==> src/rtl/regfile_pkg.sv <==
// regfile_pkg: shared widths, types and writeback source encoding for the register-file write side
package regfile_pkg;
  localparam int REG_WIDTH = 32;
  localparam int REG_COUNT = 32;
  localparam int ADDR_W = $clog2(REG_COUNT);
  typedef logic [ADDR_W-1:0] reg_addr_t;
  typedef logic [REG_WIDTH-1:0] reg_data_t;
  typedef logic [REG_COUNT-1:0] reg_mask_t;
  typedef enum logic [1:0] {WB_NONE, WB_ALU, WB_MEM} wb_src_e;
  function automatic reg_mask_t reg_bit(reg_addr_t a);
    return (a == '0) ? reg_mask_t'(0) : reg_mask_t'(1) << a;
  endfunction
endpackage

==> src/rtl/regfile_wb_ctrl_if.sv <==
// regfile_wb_if: issue, result and register-file write signals of the writeback controller
interface regfile_wb_if;
  import regfile_pkg::*;
  logic issue_valid;
  reg_addr_t issue_rs1;
  reg_addr_t issue_rs2;
  reg_addr_t issue_rd;
  logic issue_ready;
  logic alu_valid;
  reg_addr_t alu_rd;
  reg_data_t alu_data;
  logic alu_ready;
  logic mem_valid;
  reg_addr_t mem_rd;
  reg_data_t mem_data;
  logic mem_ready;
  logic reg_write;
  reg_addr_t rd;
  reg_data_t write_data;
  reg_mask_t busy_mask;
  logic wb_err;
  modport master (
    output issue_valid, issue_rs1, issue_rs2, issue_rd, alu_valid, alu_rd, alu_data, mem_valid, mem_rd, mem_data,
    input issue_ready, alu_ready, mem_ready, reg_write, rd, write_data, busy_mask, wb_err
  );
  modport slave (
    input issue_valid, issue_rs1, issue_rs2, issue_rd, alu_valid, alu_rd, alu_data, mem_valid, mem_rd, mem_data,
    output issue_ready, alu_ready, mem_ready, reg_write, rd, write_data, busy_mask, wb_err
  );
endinterface

==> src/rtl/reg_scoreboard.sv <==
// reg_scoreboard: busy vector of pending destinations with set/clear and three combinational lookups
module reg_scoreboard
  import regfile_pkg::*;
(
  input  logic      clk,
  input  logic      reset_n,
  input  logic      set_en,
  input  reg_addr_t set_addr,
  input  logic      clr_en,
  input  reg_addr_t clr_addr,
  input  reg_addr_t rs1,
  input  reg_addr_t rs2,
  input  reg_addr_t rd,
  output reg_mask_t busy,
  output logic      busy_rs1,
  output logic      busy_rs2,
  output logic      busy_rd
);
  reg_mask_t set_vec, clr_vec;
  always_comb begin
    set_vec = set_en ? reg_bit(set_addr) : reg_mask_t'(0);
    clr_vec = clr_en ? reg_bit(clr_addr) : reg_mask_t'(0);
    busy_rs1 = busy[rs1];
    busy_rs2 = busy[rs2];
    busy_rd = busy[rd];
  end
  // set is applied after clear so a same-edge set of one index wins; reg_bit keeps x0 clear
  always_ff @(posedge clk or negedge reset_n)
    if (!reset_n) busy <= '0;
    else busy <= (busy & ~clr_vec) | set_vec;
endmodule

==> src/rtl/regfile_wb_ctrl.sv <==
// regfile_wb_ctrl: arbitrates ALU/load results into the single register-file write port with RAW/WAW stall
module regfile_wb_ctrl
  import regfile_pkg::*;
(
  input logic clk,
  input logic reset_n,
  regfile_wb_if.slave bus
);
  wb_src_e src;
  reg_addr_t res_rd;
  reg_data_t res_data;
  logic hz_rs1, hz_rs2, hz_rd, issue_fire;
  always_comb begin
    src = bus.mem_valid ? WB_MEM : bus.alu_valid ? WB_ALU : WB_NONE;
    res_rd = (src == WB_MEM) ? bus.mem_rd : bus.alu_rd;
    res_data = (src == WB_MEM) ? bus.mem_data : bus.alu_data;
    bus.issue_ready = bus.issue_valid & ~(hz_rs1 | hz_rs2 | hz_rd);
    bus.alu_ready = ~bus.mem_valid;
    bus.mem_ready = 1'b1;
    issue_fire = bus.issue_valid & bus.issue_ready;
  end
  // busy bits drop only once the registered write is consumed, giving two bubbles and no bypass
  reg_scoreboard u_sb (
    .clk(clk),
    .reset_n(reset_n),
    .set_en(issue_fire),
    .set_addr(bus.issue_rd),
    .clr_en(bus.reg_write),
    .clr_addr(bus.rd),
    .rs1(bus.issue_rs1),
    .rs2(bus.issue_rs2),
    .rd(bus.issue_rd),
    .busy(bus.busy_mask),
    .busy_rs1(hz_rs1),
    .busy_rs2(hz_rs2),
    .busy_rd(hz_rd)
  );
  always_ff @(posedge clk or negedge reset_n)
    if (!reset_n) begin
      bus.reg_write <= 1'b0;
      bus.rd <= '0;
      bus.write_data <= '0;
      bus.wb_err <= 1'b0;
    end else begin
      bus.reg_write <= (src != WB_NONE) && (res_rd != '0);
      if (src != WB_NONE) begin
        bus.rd <= res_rd;
        bus.write_data <= res_data;
      end
      if ((src != WB_NONE) && (res_rd != '0) && !bus.busy_mask[res_rd]) bus.wb_err <= 1'b1;
    end
endmodule
==> src/flat_wrapper.sv <==
// flat-port wrapper written by rule: the top's interface ports become plain ports
module regfile_wb_ctrl_flat import regfile_pkg::*;
  (clk, reset_n, bus_issue_valid, bus_issue_rs1, bus_issue_rs2, bus_issue_rd, bus_alu_valid, bus_alu_rd, bus_alu_data, bus_mem_valid, bus_mem_rd, bus_mem_data, bus_issue_ready, bus_alu_ready, bus_mem_ready, bus_reg_write, bus_rd, bus_write_data, bus_busy_mask, bus_wb_err);
  regfile_wb_if bus_i ();
  input logic clk;
  input logic reset_n;
  input wire logic [$bits(bus_i.issue_valid)-1:0] bus_issue_valid;
  input wire logic [$bits(bus_i.issue_rs1)-1:0] bus_issue_rs1;
  input wire logic [$bits(bus_i.issue_rs2)-1:0] bus_issue_rs2;
  input wire logic [$bits(bus_i.issue_rd)-1:0] bus_issue_rd;
  input wire logic [$bits(bus_i.alu_valid)-1:0] bus_alu_valid;
  input wire logic [$bits(bus_i.alu_rd)-1:0] bus_alu_rd;
  input wire logic [$bits(bus_i.alu_data)-1:0] bus_alu_data;
  input wire logic [$bits(bus_i.mem_valid)-1:0] bus_mem_valid;
  input wire logic [$bits(bus_i.mem_rd)-1:0] bus_mem_rd;
  input wire logic [$bits(bus_i.mem_data)-1:0] bus_mem_data;
  output wire logic [$bits(bus_i.issue_ready)-1:0] bus_issue_ready;
  output wire logic [$bits(bus_i.alu_ready)-1:0] bus_alu_ready;
  output wire logic [$bits(bus_i.mem_ready)-1:0] bus_mem_ready;
  output wire logic [$bits(bus_i.reg_write)-1:0] bus_reg_write;
  output wire logic [$bits(bus_i.rd)-1:0] bus_rd;
  output wire logic [$bits(bus_i.write_data)-1:0] bus_write_data;
  output wire logic [$bits(bus_i.busy_mask)-1:0] bus_busy_mask;
  output wire logic [$bits(bus_i.wb_err)-1:0] bus_wb_err;
  assign bus_i.issue_valid = bus_issue_valid;
  assign bus_i.issue_rs1 = bus_issue_rs1;
  assign bus_i.issue_rs2 = bus_issue_rs2;
  assign bus_i.issue_rd = bus_issue_rd;
  assign bus_i.alu_valid = bus_alu_valid;
  assign bus_i.alu_rd = bus_alu_rd;
  assign bus_i.alu_data = bus_alu_data;
  assign bus_i.mem_valid = bus_mem_valid;
  assign bus_i.mem_rd = bus_mem_rd;
  assign bus_i.mem_data = bus_mem_data;
  assign bus_issue_ready = bus_i.issue_ready;
  assign bus_alu_ready = bus_i.alu_ready;
  assign bus_mem_ready = bus_i.mem_ready;
  assign bus_reg_write = bus_i.reg_write;
  assign bus_rd = bus_i.rd;
  assign bus_write_data = bus_i.write_data;
  assign bus_busy_mask = bus_i.busy_mask;
  assign bus_wb_err = bus_i.wb_err;
  regfile_wb_ctrl u_core (.clk(clk), .reset_n(reset_n), .bus(bus_i));
endmodule
==> config.mk <==
export PLATFORM = sky130hd
export DESIGN_NAME = regfile_wb_ctrl_flat
export DESIGN_NICKNAME = d
export VERILOG_FILES = /design/src/rtl/regfile_pkg.sv /design/src/rtl/regfile_wb_ctrl_if.sv /design/src/rtl/reg_scoreboard.sv /design/src/rtl/regfile_wb_ctrl.sv /design/src/flat_wrapper.sv
export SDC_FILE = /design/constraint.sdc
export NUM_CORES = 1
export LEC_CHECK = 0
export CAP_MARGIN = 20
export CORE_UTILIZATION = 35
export CTS_CLUSTER_DIAMETER = 120
export CTS_CLUSTER_SIZE = 16
export DETAILED_ROUTE_END_ITERATION = 10
export GPL_ROUTABILITY_DRIVEN = 0
export GPL_TIMING_DRIVEN = 0
export PLACE_DENSITY = 0.63
export RECOVER_POWER = 50
export SLEW_MARGIN = 30
export SYNTH_ARGS = -nofsm -noshare
export SYNTH_HDL_FRONTEND = slang
export SYNTH_HIERARCHICAL = 1
export SYNTH_SLANG_ARGS = --single-unit
==> constraint.sdc <==
create_clock -name clk -period 2.9 [get_ports clk]
set_clock_uncertainty 0.05 [all_clocks]
set_input_delay 0.58 -clock clk [delete_from_list [all_inputs] [get_ports clk]]
set_output_delay 0.58 -clock clk [all_outputs]
set_load 0.02 [all_outputs]
==> flow_summary.json, run 1 <==
{
  "vdd_drop_max_mv": 0.2719,
  "rows": 41,
  "grt_pass1_vias": 4986,
  "period_minus_slack_ns": 2.883,
  "r2r_slack_ns": 0.17,
  "cp-start-kind": "input pin",
  "clock-root-buffer": "clkbuf_16",
  "ys_ff_latch": 71,
  "drive_gt1_share_pct": 12.15,
  "dp_hpwl_um": 12770,
  "outcome": "finished, final reports clean",
  "first_iter_violations": 500,
  "p_sw_uw": 1967,
  "fin_ws_ns": 0.01651,
  "finalCritPeriodShare_pct": 99.43,
  "max_freq_mhz": 346.8,
  "vias_per_cell": 5.786,
  "area_growth_pct": 48.84,
  "post-place-ws_ns": -1.038,
  "synth.distinct_cells": 51,
  "end_kind": "output port",
  "yosysMostFrequentCell": "o21ai_0",
  "fin_cells": 880,
  "clkLatencyLatePin_ns": 0.33,
  "die_width_um": 117.6,
  "p_comb_share_pct": 38.9,
  "antenna_cells": 0,
  "required_ns": 2.27,
  "hold-path-cell-count": 2,
  "ys_warn_count": 6,
  "syn_area_mm2": 0.004681,
  "p_sw_share_pct": 41.01,
  "synthArstFlopShare_pct": 100.0,
  "num_vias": 5092,
  "rsz0062_at_grt": "yes",
  "synthFlopType": "dfrtp_1",
  "firstDrtPassIters": 7,
  "ff2ff_path_depth": 10,
  "leakage_uw": 0.002906,
  "grt_max_degree": 48,
  "post_synth.cell_area_avg_um2": 8.984,
  "tightest_slew_ns": 1.458,
  "synth_area_leaders": "dfrtp_1 38%, mux2i_1 18%, o21ai_0 9.7%",
  "port_buffers": 160,
  "drtAntennaViolNets": 0,
  "synth_edf_count": 0,
  "drcViolationCount": 0,
  "core_region_area_mm2": 0.01282,
  "wl_um": 17800,
  "antenna_found_initial": 0,
  "critPathKind": "input pin to output port",
  "cts.sinks": 71,
  "synthCells": 521,
  "maxSlewHeadroom_pct": 2.788,
  "min_path_type": "register to register",
  "fp.dieH_um": 117.6,
  "fp.dieArea_mm2": 0.01384,
  "arrival_ns": 2.25,
  "synth_commonest_cells": "91 x o21ai_0, 85 x mux2i_1, 71 x dfrtp_1, 63 x nand2_1, 25 x nor2_1",
  "ios": 168,
  "p_int_uw": 2829,
  "synth_seq_area_share_pct": 37.96,
  "drv_cap": 0,
  "h-tree-depth": 3,
  "hold_slack_ns": 0.5087,
  "final_util_pct": 54.32,
  "cts_tree": "built",
  "synth_nets": 615,
  "grt_usage_pct": 25.19,
  "clk_pin_slew_ns": 0.05,
  "wl_per_cell_um": 20.23,
  "p_clk_share_pct": 22.1,
  "maxSlewViolCount": 0,
  "path_max_fanout": 8,
  "cts_buffers": 9,
  "placed_cells": 854,
  "grt_pass1_wl_um": 27160,
  "yosys.area.top_type_share_pct": 37.96,
  "hold_viol_final": 0,
  "seqPwrFrac_pct": 39.0,
  "gr-total-overflow": 0,
  "yosysTopAreaCell": "dfrtp_1",
  "clk_path_buf_depth": 2,
  "start_util_pct": 36.50,
  "finalSetupViolations": 0,
  "postCtsHoldBufs": 0,
  "power.density_mw_per_mm2": 688.4,
  "nets": 798
}
==> metal layers <==
metal	vias up	wire length, µm	track usage, %
met5	-	0	0
met4	0	862	15.46
li1	2282	-	-
met2	302	8333	40.15
met3	62	1335	4.312
met1	2446	7268	31.74
==> final timing paths <==
check	start	end
setup / recovery	bus_issue_rd[1]	bus_issue_ready
hold / removal	u_core/bus.write_data[2]	u_core/bus.write_data[2]
setup reg to reg	u_core/u_sb/busy[18]	u_core/u_sb/busy[12]
hold reg to reg	u_core/bus.write_data[2]	u_core/bus.write_data[2]
max in group asynchronous	reset_n	u_core/u_sb/busy[16]
min in group asynchronous	reset_n	u_core/u_sb/busy[12]
==> flip-flops by register name, summed over array words and instances, names as in the netlist <==
register,cells
u_core/bus.write_data,32
u_core/bus.reg_write,1
u_core/bus.rd,5
u_core/bus.wb_err,1
u_core/u_sb/busy,32
==> final cells by class <==
| type | instances | area [µm²] |
|---|---|---|
| inverters | 5 | 18.77 |
| clock buffers | 11 | 232.7 |
| plain buffers | 30 | 209.0 |
| fillers | 1200 | 5858 |
| flip-flops and latches | 71 | 1789 |
| well taps | 172 | 215.2 |
| repair buffers | 172 | 1705 |
| multi-input cells | 415 | 2749 |
| clock inverters | 4 | 47.55 |
==> layout by cell type (no fill, tap or decap), types with 18 or more instances in the layout <==
cell | Yosys | final
nor2_1 | 25 | 22
clkdlybuf4s50_1 | 0 | 111
o21ai_0 | 91 | 91
mux2i_1 | 85 | 84
dlygate4sd3_1 | 0 | 35
nand2_1 | 63 | 63
clkbuf_1 | 17 | 20
a21oi_1 | 19 | 18
dfrtp_1 | 71 | 61
==> power groups by stage <==
stage	sequential [µW]	clock, µW	combinational [µW]
floorplan	1820	0	697
global placement	1830	0	1780
detailed placement	1840	0	1810
CTS	1830	1090	1830
global route	1870	1130	2000
finish	1870	1060	1870
==> what timing repair did <==
| action | in CTS | in global routing |
|---|---|---|
| endpoints found under the setup margin | 21 | 4 |
| resized for setup | 43 | 23 |
| gates cloned | 1 | 1 |
| pin swaps | 5 | 12 |
| buffers inserted | 2 | 7 |
==> cells by family after synthesis <==
kind of cell	after synthesis	share of synthesized area, %
compound gates	171	22.13
simple gates	156	16.25
mux	87	18.90
flops	71	37.96
buf+inv	35	4.678
other cells	1	0.08012
==> stage by stage <==
stage / total power, µW / instance area, µm² / setup TNS, ns
floorplan: 2519 / 4696 / 0
global placement: 3612 / 6513 / -102.68
detailed placement: 3651 / 6538 / -13.15
CTS: 4744 / 6890 / 0
global route: 4996 / 6967 / -0.02183
finish: 4796 / 6967 / 0
==> worst max-delay path, cell delays in order <==
cell,delay [ns]
buf_6,0.13
buf_12,0.13
buf_4,0.12
mux2i_1,0.19
a211oi_1,0.09
a311o_1,0.40
nor4b_4,0.39
buf_4,0.21
Power figures use the tool's default switching activity.
==> run 2: changes to the inputs <==
--- a/config.mk
+++ b/config.mk
@@ -7,7 +7,7 @@
 export LEC_CHECK = 0
 export CAP_MARGIN = 20
 export CORE_UTILIZATION = 35
-export CTS_CLUSTER_DIAMETER = 120
+export CTS_CLUSTER_DIAMETER = 40
 export CTS_CLUSTER_SIZE = 16
 export DETAILED_ROUTE_END_ITERATION = 10
 export GPL_ROUTABILITY_DRIVEN = 0
@@ -17,5 +17,4 @@
 export SLEW_MARGIN = 30
 export SYNTH_ARGS = -nofsm -noshare
 export SYNTH_HDL_FRONTEND = slang
-export SYNTH_HIERARCHICAL = 1
 export SYNTH_SLANG_ARGS = --single-unit
==> flow_summary.json, run 2 <==
{
  "ys_warn_count": 0,
  "r2r_slack_ns": 0.49,
  "synthArstFlopShare_pct": 100.0,
  "ios": 168,
  "antenna_cells": 0,
  "power.density_mw_per_mm2": 760.6,
  "arrival_ns": 2.38,
  "r2r-end": "u_core.u_sb.busy[19]",
  "final_cell_mix": "143 x clkdlybuf4s50_1, 73 x nand2_1, 73 x o21ai_0",
  "grt_max_degree": 39,
  "min_path_type": "register to register",
  "grt_pass1_wl_um": 26130,
  "violations": "max-capacitance violations, max-slew violations, negative setup slack",
  "synth_area_leaders": "dfrtp_1 39%, mux2i_1 12%, o21ai_0 7.9%",
  "fin_cells": 845,
  "fp.dieH_um": 116.8,
  "synthFlopType": "dfrtp_1",
  "reg_top3": "u_core.bus.write_data x32, u_core.u_sb.busy x32, u_core.bus.rd x5",
  "rows": 41,
  "clk_path_buf_depth": 2,
  "grt_usage_pct": 26.17,
  "synth.distinct_cells": 46,
  "path_buf_inv": 3,
  "cts_buffers": 9,
  "mostFrequentLayoutCell": "clkdlybuf4s50_1",
  "wl_per_cell_um": 20.17,
  "first_iter_violations": 379,
  "nets": 762,
  "port_buffers": 157,
  "post-place-ws_ns": -1.378,
  "num_vias": 4645,
  "cp-start-kind": "input pin",
  "synth_seq_area_share_pct": 38.53,
  "required_ns": 2.27,
  "critPathKind": "input pin to output port",
  "hold_viol_final": 0,
  "area_growth_pct": 54.00,
  "synth_commonest_cells": "73 x nand2_1, 73 x o21ai_0, 71 x dfrtp_1, 55 x mux2i_1, 29 x o21ai_2",
  "yosys.area.top_type_share_pct": 38.53,
  "ff2ff_path_depth": 9,
  "fp.dieArea_mm2": 0.01364,
  "period_minus_slack_ns": 3.010,
  "cp_top_family": "simple AND/OR/NAND/NOR gates",
  "cts.sinks": 71,
  "p_int_uw": 3321,
  "hold-path-cell-count": 1,
  "leakage_uw": 0.002819,
  "core_region_area_mm2": 0.01272,
  "outcome": "finished with violations",
  "antenna_found_initial": 0,
  "drtAntennaViolNets": 0,
  "final_util_pct": 55.81,
  "dp_hpwl_um": 12230,
  "maxSlewViolCount": 34,
  "cp_slowest_cell": "clkdlybuf4s50_1",
  "vias_per_cell": 5.497,
  "vdd_drop_max_mv": 0.4202,
  "post_synth.cell_area_avg_um2": 9.810,
  "drive_gt1_share_pct": 24.52,
  "cts_tree": "built",
  "maxSlewHeadroom_pct": -32.97,
  "clkLatencyLatePin_ns": 0.35,
  "seqPwrFrac_pct": 32.1,
  "end_kind": "output port",
  "start_util_pct": 36.24,
  "p_clk_share_pct": 20.8,
  "yosysTopAreaCell": "dfrtp_1",
  "drcViolationCount": 0,
  "p_sw_uw": 2079,
  "syn_area_mm2": 0.004611,
  "finalSetupViolations": 1,
  "worstHoldStart": "u_core.bus.wb_err",
  "placed_cells": 800,
  "wl_um": 17040,
  "path_max_fanout": 10,
  "holdPathEnd": "u_core.bus.wb_err",
  "drv_cap": 1,
  "path_cells": "clkdlybuf4s50_1, clkbuf_4, nand3b_1, nand3_2, nor4_4, nand3_4, nor2_4, buf_6",
  "synth_edf_count": 0,
  "clk_pin_slew_ns": 0.05,
  "clock-root-buffer": "clkbuf_16",
  "grt_pass1_vias": 4682,
  "synthCells": 470,
  "tightest_slew_ns": 1.995,
  "finalCritPeriodShare_pct": 103.8,
  "synth_nets": 564,
  "gr-total-overflow": 0,
  "max_freq_mhz": 332.3,
  "fin_ws_ns": -0.1097,
  "firstDrtPassIters": 4,
  "max_stage_delay_ns": 0.52,
  "timing.rr.start": "u_core.u_sb.busy[6]",
  "p_sw_share_pct": 38.50,
  "p_comb_share_pct": 47.1,
  "die_width_um": 116.8,
  "rsz0062_at_grt": "yes",
  "ys_ff_latch": 71,
  "h-tree-depth": 3
}
[run 2: cell types whose count changed after synthesis, moves of 7 or more]
| cell | before | now |
|---|---|---|
| a22oi_1 | 12 | 0 |
| nor2_1 | 25 | 18 |
| o31ai_1 | 10 | 1 |
| mux4_2 | 1 | 15 |
| nand2_1 | 63 | 73 |
| o21ai_0 | 91 | 73 |
| mux2_2 | 1 | 8 |
| a21oi_1 | 19 | 9 |
| o21ai_1 | 7 | 0 |
| mux2i_1 | 85 | 55 |
| o21ai_2 | 1 | 29 |
[run 2: worst max-delay path by stage]
stage                         start                         to  slack [ns]  cells past startpoint
5_1_grt        u_core.u_sb.busy[21]            bus_issue_ready       -0.23                      8
4_1_cts         u_core.u_sb.busy[1]            bus_issue_ready       -0.10                      8
2_1_floorplan      bus_issue_rs1[0]            bus_issue_ready        0.03                      7
6_report            bus_issue_rd[3]            bus_issue_ready       -0.11                      8
3_3_place_gp                reset_n  u_core.bus.write_data[25]       -1.43                      1
3_5_place_dp       bus_issue_rs2[2]            bus_issue_ready       -1.38                     10
[run 2: area by class of cell]
class / instances / area (µm²)
plain buffers: 36 / 206.4
clock buffers: 12 / 246.5
clock inverters: 4 / 55.05
fillers: 1144 / 5622
inverters: 5 / 18.77
multi-input cells: 355 / 2698
flip-flops and latches: 71 / 1810
well taps: 172 / 215.2
repair buffers: 190 / 1851
[run 2: power by group through the flow]
| stage | clock network [µW] | logic (µW) | registers (µW) |
|---|---|---|---|
| 6_report | 1130 | 2540 | 1730 |
| 5_1_grt | 1190 | 2700 | 1740 |
| 4_1_cts | 1150 | 2410 | 1700 |
| 3_5_place_dp | 0 | 2030 | 1750 |
| 3_3_place_gp | 0 | 2000 | 1740 |
| 2_1_floorplan | 0 | 888 | 1800 |
[run 2: metal layers]
layer / track usage (%) / vias up / wire length [µm]
met3: 5.098 / 48 / 1315
li1: - / 2118 / -
met4: 10.72 / 0 / 510
met5: 0 / - / 0
met1: 34.98 / 2252 / 7147
met2: 41.78 / 227 / 8066
[run 2: kinds of logic after synthesis]
group | synth area share, %
AND/OR/NAND/NOR | 15.06
flip-flops | 38.53
multiplexers | 24.07
other | 0.08133
AO/OA/AOI/OAI | 17.48
buffers and inverters | 4.776
[run 2: per-stage QoR]
| step | hold WS (ns) | cell area [µm²] | total power [µW] | setup TNS [ns] |
|---|---|---|---|---|
| finish | 0.4217 | 7101 | 5401 | -0.1097 |
| global route | 0.4382 | 7101 | 5632 | -0.3436 |
| CTS | 0.1563 | 7007 | 5255 | -0.1038 |
| detailed placement | 0.4123 | 6424 | 3776 | -11.58 |
| global placement | 0.4114 | 6406 | 3747 | -111.87 |
| floorplan | 0.2344 | 4619 | 2690 | 0 |
[run 2: what timing repair did]
action                                  4_1_cts  5_1_grt
gates resized for setup                      58       23
pin swaps                                     6        7
endpoints found under the setup margin        7        1
hold buffers                                  0        0
buffers inserted                             25        7
cloned                                        0        0
